$ cat config.mk
export PLATFORM = sky130hd
export DESIGN_NAME = alarm_trigger
export DESIGN_NICKNAME = d
export VERILOG_FILES = /design/src/rtl/alarm_trigger.sv
export SDC_FILE = /design/constraint.sdc
export NUM_CORES = 1
export LEC_CHECK = 0
export ABC_AREA = 1
export CAP_MARGIN = 20
export CORE_ASPECT_RATIO = 0.7
export CORE_MARGIN = 3
export CORE_UTILIZATION = 52
export DETAILED_ROUTE_END_ITERATION = 10
export GPL_TIMING_DRIVEN = 0
export PLACE_DENSITY = 0.8
export SLEW_MARGIN = 20
export SYNTH_ARGS = -nofsm -noshare
export SYNTH_HDL_FRONTEND = slang
export SYNTH_SLANG_ARGS = --single-unit
export TNS_END_PERCENT = 20
$ cat constraint.sdc
create_clock -name clk -period 2.2 [get_ports clk]
set_clock_uncertainty 0.05 [all_clocks]
set_input_delay 0.33 -clock clk [delete_from_list [all_inputs] [get_ports clk]]
set_output_delay 0.33 -clock clk [all_outputs]
set_load 0.005 [all_outputs]
$ cat src/rtl/alarm_trigger.sv
// Alarm initiator: compares the stored alarm against time-of-day and runs the
// enable/alert_off handshake with alert_counter, adding snooze and dismiss.
module alarm_trigger #(
    parameter int unsigned SNOOZE_MIN = 5,
    parameter int unsigned MAX_SNOOZE = 3
) (
    input  logic       clk,
    input  logic       rst_n,
    input  logic       tick,
    input  logic [4:0] cur_hour,
    input  logic [5:0] cur_min,
    input  logic [5:0] cur_sec,
    input  logic       alarm_on,
    input  logic       alarm_set,
    input  logic [4:0] set_hour,
    input  logic [5:0] set_min,
    input  logic       snooze,
    input  logic       stop,
    input  logic       alert_off,
    output logic       enable,
    output logic       armed,
    output logic       ringing,
    output logic       snoozing,
    output logic [2:0] snooze_cnt
);

    localparam int unsigned HW = 5;
    localparam int unsigned MW = 6;
    localparam int unsigned CW = 3;

    typedef enum logic [2:0] {
        S_IDLE    = 3'd0,
        S_ARMED   = 3'd1,
        S_RINGING = 3'd2,
        S_SNOOZE  = 3'd3,
        S_RELEASE = 3'd4
    } state_t;

    state_t        r_state;
    state_t        w_next;
    logic [HW-1:0] r_al_h;
    logic [MW-1:0] r_al_m;
    logic [HW-1:0] r_tg_h;
    logic [MW-1:0] r_tg_m;
    logic [CW-1:0] r_cnt;
    logic          r_enable;
    logic          r_armed;
    logic          r_ringing;
    logic          r_snoozing;

    logic [HW-1:0] w_al_h_nxt;
    logic [MW-1:0] w_al_m_nxt;
    logic [HW-1:0] w_tg_h_nxt;
    logic [MW-1:0] w_tg_m_nxt;
    logic [CW-1:0] w_cnt_nxt;
    logic          w_match;
    logic [MW:0]   w_sum;
    logic          w_wrap;
    logic [MW-1:0] w_snz_m;
    logic [HW-1:0] w_snz_h;
    logic          w_can_snooze;

    assign w_match = tick && (cur_hour == r_tg_h) && (cur_min == r_tg_m) && (cur_sec == 6'd0);

    // Snoozed target: minutes roll into the hour, hour rolls 23 -> 0.
    assign w_sum        = 7'(r_tg_m) + 7'(SNOOZE_MIN);
    assign w_wrap       = (w_sum >= 7'd60);
    assign w_snz_m      = w_wrap ? 6'(w_sum - 7'd60) : 6'(w_sum);
    assign w_snz_h      = !w_wrap ? r_tg_h : ((r_tg_h == 5'd23) ? 5'd0 : r_tg_h + 5'd1);
    assign w_can_snooze = (r_cnt < 3'(MAX_SNOOZE));

    always_ff @(posedge clk or negedge rst_n) begin
        if (!rst_n) begin
            r_state    <= S_IDLE;
            r_al_h     <= '0;
            r_al_m     <= '0;
            r_tg_h     <= '0;
            r_tg_m     <= '0;
            r_cnt      <= '0;
            r_enable   <= 1'b0;
            r_armed    <= 1'b0;
            r_ringing  <= 1'b0;
            r_snoozing <= 1'b0;
        end else begin
            r_state    <= w_next;
            r_al_h     <= w_al_h_nxt;
            r_al_m     <= w_al_m_nxt;
            r_tg_h     <= w_tg_h_nxt;
            r_tg_m     <= w_tg_m_nxt;
            r_cnt      <= w_cnt_nxt;
            r_enable   <= (w_next == S_RINGING);
            r_armed    <= (w_next == S_ARMED);
            r_ringing  <= (w_next == S_RINGING);
            r_snoozing <= (w_next == S_SNOOZE);
        end
    end

    always_comb begin
        w_next     = r_state;
        w_al_h_nxt = r_al_h;
        w_al_m_nxt = r_al_m;
        w_tg_h_nxt = r_tg_h;
        w_tg_m_nxt = r_tg_m;
        w_cnt_nxt  = r_cnt;
        case (r_state)
            S_IDLE: begin
                if (alarm_on) begin
                    w_next     = S_ARMED;
                    w_tg_h_nxt = r_al_h;
                    w_tg_m_nxt = r_al_m;
                end
                if (alarm_set) begin
                    w_al_h_nxt = set_hour;
                    w_al_m_nxt = set_min;
                    w_tg_h_nxt = set_hour;
                    w_tg_m_nxt = set_min;
                end
            end
            S_ARMED: begin
                if (!alarm_on) begin
                    w_next = S_IDLE;
                end else if (w_match) begin
                    w_next = S_RINGING;
                end
                if (alarm_set) begin
                    w_al_h_nxt = set_hour;
                    w_al_m_nxt = set_min;
                    w_tg_h_nxt = set_hour;
                    w_tg_m_nxt = set_min;
                end
            end
            S_RINGING: begin
                // A snooze at the limit falls through so alert_off still closes.
                if (!alarm_on || stop) begin
                    w_next = S_RELEASE;
                end else if (snooze && w_can_snooze) begin
                    w_next     = S_SNOOZE;
                    w_tg_h_nxt = w_snz_h;
                    w_tg_m_nxt = w_snz_m;
                    w_cnt_nxt  = r_cnt + 3'd1;
                end else if (alert_off) begin
                    w_next = S_RELEASE;
                end
            end
            S_SNOOZE: begin
                if (!alarm_on || stop) begin
                    w_next = S_RELEASE;
                end else if (w_match) begin
                    w_next = S_RINGING;
                end
            end
            S_RELEASE: begin
                if (!alert_off) begin
                    w_next     = alarm_on ? S_ARMED : S_IDLE;
                    w_cnt_nxt  = '0;
                    w_tg_h_nxt = r_al_h;
                    w_tg_m_nxt = r_al_m;
                end
            end
            default: begin
                w_next = S_IDLE;
            end
        endcase
    end

    assign enable     = r_enable;
    assign armed      = r_armed;
    assign ringing    = r_ringing;
    assign snoozing   = r_snoozing;
    assign snooze_cnt = r_cnt;

endmodule

==> qor.yml, run 1 <==
status:
  outcome: "finished clean"
critical_path:
  cp_num_cells: 14
  cp_slowest_cell: "dfrtp_2"
  critPathBufInv: 1
  crit_chain: "ha_1 > inv_1 > nand2_2 > nand2_2 > ha_2 > nand2_1 > nor2_1 > nand2_2 > nand3_4 > nand2_1 > nand3_1 > nand2_1 > nand2_1 > nand2_1"
  reg2regPathDepth: 14
  arrival_ns: 2.26
  worstReg2RegStart: "r_tg_m[1]"
  crit_type: "register to register"
  critPathRequiredTime_ns: 2.33
  path_common_cell: "nand2_1"
  startpoint_type: "register"
  setup.worst_path.end_class: "register"
  path_delay_family: "simple AND/OR/NAND/NOR gates"
  cp_max_fo: 6
  slowest_delay_ns: 0.44
  crit_start: "r_tg_m[1]"
global_route:
  grt_pass1_vias: 1950
  grt_pass1_wl_um: 9183
  track_usage_pct: 23.46
  grt_antenna_before_repair: 0
  grt_max_degree: 32
  overflow: 0
layout:
  antenna_cells: 0
  multi_input_area_um2: 1262
  fin_nets: 398
  drive_gt1_share_pct: 14.53
  synthToLayoutAreaGrowth_pct: 28.97
  ff_latch_area_um2: 778.2
  postLayoutCoreUtil_pct: 70.71
  final_common_cell: "nand2_1"
  final_cell_mix: "nand2_1, clkdlybuf4s50_1, dfrtp_1"
  design_area_um2: 2824
  layout.cells.non_filler: 410
  nFillCells: 342
run:
  maxCapViolations: 0
route:
  drt_pass1_iterations: 5
  vias: 2272
  drt_iter0_markers: 232
  route.detailed.drc: 0
  wl_per_cell_um: 14.24
  ant_nets: 0
  vias_per_cell: 5.541
  routed_wl_um: 5839
pwr:
  power_mw: 1.884
  leakagePower_nw: 1.307
  ir_drop_v: 0.0004793
  power.density_nw_per_um2: 667.2
clock_network:
  ctsHoldBuffers: 0
  htreeDepth: 2
  tritoncts: "yes"
  cts_sinks: 31
  cts_buffers: 5
  insertion_delay_ns: 0.29
  ctsLongestPathBuffers: 2
  cts_root_buf: "clkbuf_8"
  clkTransAtPathRegs_ns: 0.06
floorplan:
  io_pins: 43
  core_area_um2: 3994
  die_w_um: 83.56
  fp.dieArea_um2: 5038
  die_h_um: 60.29
  start_util_pct: 54.82
  row_count: 19
placed_design:
  port_buffers: 41
  place_ws_ns: -0.0009417
  dp.cells: 397
  gp_congestion: 0.9430
  place_area_um2: 2660
  dp_hpwl_um: 4268
synthesis:
  yosysWarningCount: 0
  postSynthCellCount: 304
  syn_area_um2: 2190
  syn_nets: 345
  seq_area_frac_synth_pct: 35.43
  avgSynthCellArea_um2: 7.203
  synthArstFlopShare_pct: 100.0
  synth_edf_count: 0
  synth_cell_types: 35
  ys_seq_elements: 31
  synth_flop_cell: "dfrtp_1"
sta:
  setup_viol: 0
  fin_crit_ns: 2.129
  hold-worst-slack_ns: 0.04278
  worst_slack_ns: 0.07069
  timing.slew.headroom_pct: 52.54
  setup_tns_ns: 0
  tightest_slew_ns: 0.7120
  max_clock_freq_mhz: 469.6
  drv_slew: 0
  rsz0062_at_grt: "false"
  fin_crit_sh_pct: 96.79
  finalHoldViolCount: 0
worst_hold_path:
  hp-class: "input port to async pin"
[registers in the layout, indices dropped and copies added, names as in the netlist]
name	cells
r_al_m	6
r_tg_m	6
r_al_h	5
r_tg_h	5
r_state	3
snooze_cnt	3
armed	1
ringing	1
snoozing	1
[kinds of logic (layout without fill, tap and decap cells)]
logic type | after synthesis | in the layout | share of synthesized area [%]
AOI/OAI and AO/OA | 62 | 63 | 17.54
xor gates and xnor gates | 8 | 8 | 3.200
adders and majority gates | 5 | 5 | 2.857
buffers and inverters | 45 | 98 | 8.344
DFF | 31 | 31 | 35.43
muxes | 5 | 5 | 2.457
and+or+nand+nor | 148 | 148 | 30.17
[layout make-up]
class / count / area share, %
Multi-Input combinational cell: 229 / 44.71
Sequential cell: 31 / 27.56
Timing Repair Buffer: 45 / 15.42
Inverter: 36 / 4.874
Clock buffer: 8 / 3.545
Tap cell: 52 / 2.304
Buffer: 9 / 1.595
[Yosys cell counts, types with 2 or more instances]
library cell   n  share of area, %
nand2_1       88                15
inv_1         27               4.6
nor3_1         4              0.91
a21oi_1       12               2.7
nand3_1       18               4.1
or2_2          4               1.1
o22ai_1        2              0.57
nand4_1        6               1.7
nor2_2         3              0.86
nor2_1        17               2.9
o21ai_0       21               4.8
nand3b_1       3               1.0
ha_1           5               2.9
buf_2          6               1.4
o21ai_4        2               1.5
clkbuf_1       2              0.34
inv_2          8               1.4
o21ai_1        7               1.6
a32oi_1        2              0.80
a221oi_1       4               1.6
nor3_2         2              0.91
mux2_2         3               1.5
o211ai_1       6               2.1
xnor2_1        5               2.0
xor2_1         3               1.2
dfrtp_1       31                35
a31oi_1        4               1.1
mux2i_1        2              0.91
[power breakdown]
part / total [mW] / switching, mW / internal [mW]
sequential: 0.725 / 0.0792 / 0.646
combinational: 0.666 / 0.380 / 0.285
clock: 0.494 / 0.208 / 0.285
total: 1.88 / 0.668 / 1.22
[layer usage]
layer	share of wire (%)	routed length [um]	vias to the layer above	global-route usage, %
li1	-	-	1127	-
met1	49	2853	1027	34.01
met2	40	2338	102	33.18
met3	8.8	511	16	5.372
met4	2.3	136	0	10.78
met5	0	0	-	0
[final timing paths]
| path | slack, ns | end |
|---|---|---|
| max | 0.07 | r_tg_m[4] |
| min | 0.04 | r_tg_h[3] |
| max reg2reg | 0.07 | r_tg_m[4] |
| min reg2reg | 0.47 | r_al_h[0] |
| max in group asynchronous | 1.56 | r_tg_m[0] |
| min in group clk | 0.47 | r_al_h[0] |
[timing repair]
action,in CTS,in global routing
endpoints found under the hold margin,0,0
gates resized for setup,0,7
endpoints found under the setup margin,0,8
setup buffers,0,4
No activity file was read; power rests on OpenSTA's default activity.
==> run 2, diff against run 1 <==
CORE_MARGIN = not set   (was 3)
GPL_TIMING_DRIVEN = not set   (was 0)
==> run 2 against run 1 <==
Effect of this change:
- register-to-register slack improved by 0.07 ns
- die area fell by 11%
- clock power barely moved
- core utilization rose by 0.58 points
- combinational power fell by 3.6%
- clock-buffer cell count did not move
- non-clock buffer count fell by 3
- largest power group unchanged
- fmax rose by 3.3%
- cell count fell by 0.73%
- final area rose by 0.22%
- first-iteration DRC count fell by 13%
- sequential power rose by 1%
==> qor.yml, run 2 (synthesized netlist as in run 1, its figures left out) <==
status:
  outcome: "finished clean"
route:
  vias_per_cell: 5.447
  route.detailed.drc: 0
  vias: 2217
  met3_wirelength_um: 470
  routed_wl_um: 5513
  wl_met2_um: 2238
  highest_layer: "met4"
  ant_nets: 0
  wl_per_cell_um: 13.55
  drt_pass1_iterations: 6
  wl_met1_um: 2742
  drt_iter0_markers: 201
run:
  maxCapViolations: 0
global_route:
  grt_max_degree: 32
  grt_pass1_vias: 1921
  grt_pass1_wl_um: 9094
  grt_antenna_before_repair: 0
  overflow: 0
  track_usage_pct: 26.94
floorplan:
  start_util_pct: 55.15
  core_area_um2: 3970
  die_w_um: 79.56
  fp.dieArea_um2: 4478
  row_count: 19
  io_pins: 43
  die_h_um: 56.29
pwr:
  power.density_nw_per_um2: 661.2
  power_mw: 1.871
  ir_drop_v: 0.0005178
  leakagePower_nw: 1.304
clock_network:
  htreeDepth: 2
  cts_sinks: 31
  cts_buffers: 5
  insertion_delay_ns: 0.28
  cts_root_buf: "clkbuf_8"
  ctsLongestPathBuffers: 2
  clkTransAtPathRegs_ns: 0.06
  tritoncts: "yes"
sta:
  setup_viol: 0
  finalHoldViolCount: 0
  rsz0062_at_grt: "false"
  tightest_slew_ns: 0.5441
  max_clock_freq_mhz: 485.3
  setup_tns_ns: 0
  fin_crit_ns: 2.061
  timing.slew.headroom_pct: 63.68
  fin_crit_sh_pct: 93.67
  drv_slew: 0
layout:
  fin_nets: 395
  final_common_cell: "nand2_1"
  top_regs: "r_al_m x6, r_tg_m x6"
  synthToLayoutAreaGrowth_pct: 29.26
  antenna_cells: 0
  final_cell_mix: "nand2_1, clkdlybuf4s50_1, dfrtp_1"
  nFillCells: 342
  postLayoutCoreUtil_pct: 71.29
  drive_gt1_share_pct: 13.52
critical_path:
  startpoint_type: "register"
  crit_type: "register to register"
  setup.worst_path.end_class: "register"
  arrival_ns: 2.19
  critPathRequiredTime_ns: 2.32
  cp_max_fo: 5
placed_design:
  dp_hpwl_um: 4148
  gp_congestion: 1.014
  port_buffers: 42
worst_hold_path:
  hp-class: "input port to async pin"
[run 2: final timing paths]
path / from / end / slack, ns / depth (start not counted)
worst max-delay path: r_tg_m[1] / r_tg_m[4] / 0.14 / 14
worst min-delay path: rst_n / r_tg_h[0] / 0.38 / 2
worst max register to register: r_tg_m[1] / r_tg_m[4] / 0.14 / 14
worst min register to register: r_al_h[1] / r_al_h[1] / 0.47 / 2
max in group asynchronous: rst_n / r_tg_m[1] / 1.39 / 2
min in group clk: r_al_h[1] / r_al_h[1] / 0.47 / 2
[run 2: through the flow]
step	hold WS, ns	worst slack, ns	instance area (um2)	std cells
2_1_floorplan	-0.01559	0.3242	2190	304
3_5_place_dp	0.4543	0.03809	2683	396
4_1_cts	0.4010	0.008096	2791	405
5_1_grt	0.4224	0.02009	2830	407
3_3_place_gp	0.4404	0.1013	2683	396
6_report	0.3830	0.1393	2830	407
[run 2: timing repair]
action | 4_1_cts | 5_1_grt
hold buffers | 0 | 0
setup endpoints to repair | 1 | 8
pin swaps | 1 | 0
endpoints found under the hold margin | 0 | 0
gates resized for setup | 0 | 6
gates cloned | 1 | 0
setup buffers | 0 | 2
[run 2: area by class of cell]
| type | count | area [um2] | share of cell area [%] |
|---|---|---|---|
| clock buffers | 8 | 100.1 | 3.537 |
| inverters | 36 | 137.6 | 4.863 |
| flip-flops and latches | 31 | 777.0 | 27.45 |
| multi-input cells | 229 | 1262 | 44.61 |
| well taps | 52 | 65.06 | 2.299 |
| repair buffers | 51 | 488.0 | 17.24 |
[run 2: power breakdown]
part / leakage (nW) / switching [mW] / internal, mW
Combinational: 0.867 / 0.358 / 0.285
Sequential: 0.386 / 0.0898 / 0.645
Clock: 0.0515 / 0.209 / 0.285
[run 2: per-layer routing]
layer  GRT usage (%)  vias to the layer above
met4           7.013                        0
met3           6.829                       10
met2           37.24                       95
met1           41.46                      991
met5               0                        -
li1                -                     1121
[run 2: worst max-delay path: stages (launching register included)]
cell and delay, ns:
dfrtp_2 0.43, ha_1 0.22, inv_1 0.08, nand2_2 0.07, nand2_2 0.10, ha_1 0.19
nand2_1 0.08, nor2_2 0.13, nand2_2 0.10, nand3_4 0.14, nand2_1 0.08, nand3_1 0.10
nand2_1 0.06, nand2_1 0.07, nand2_1 0.05
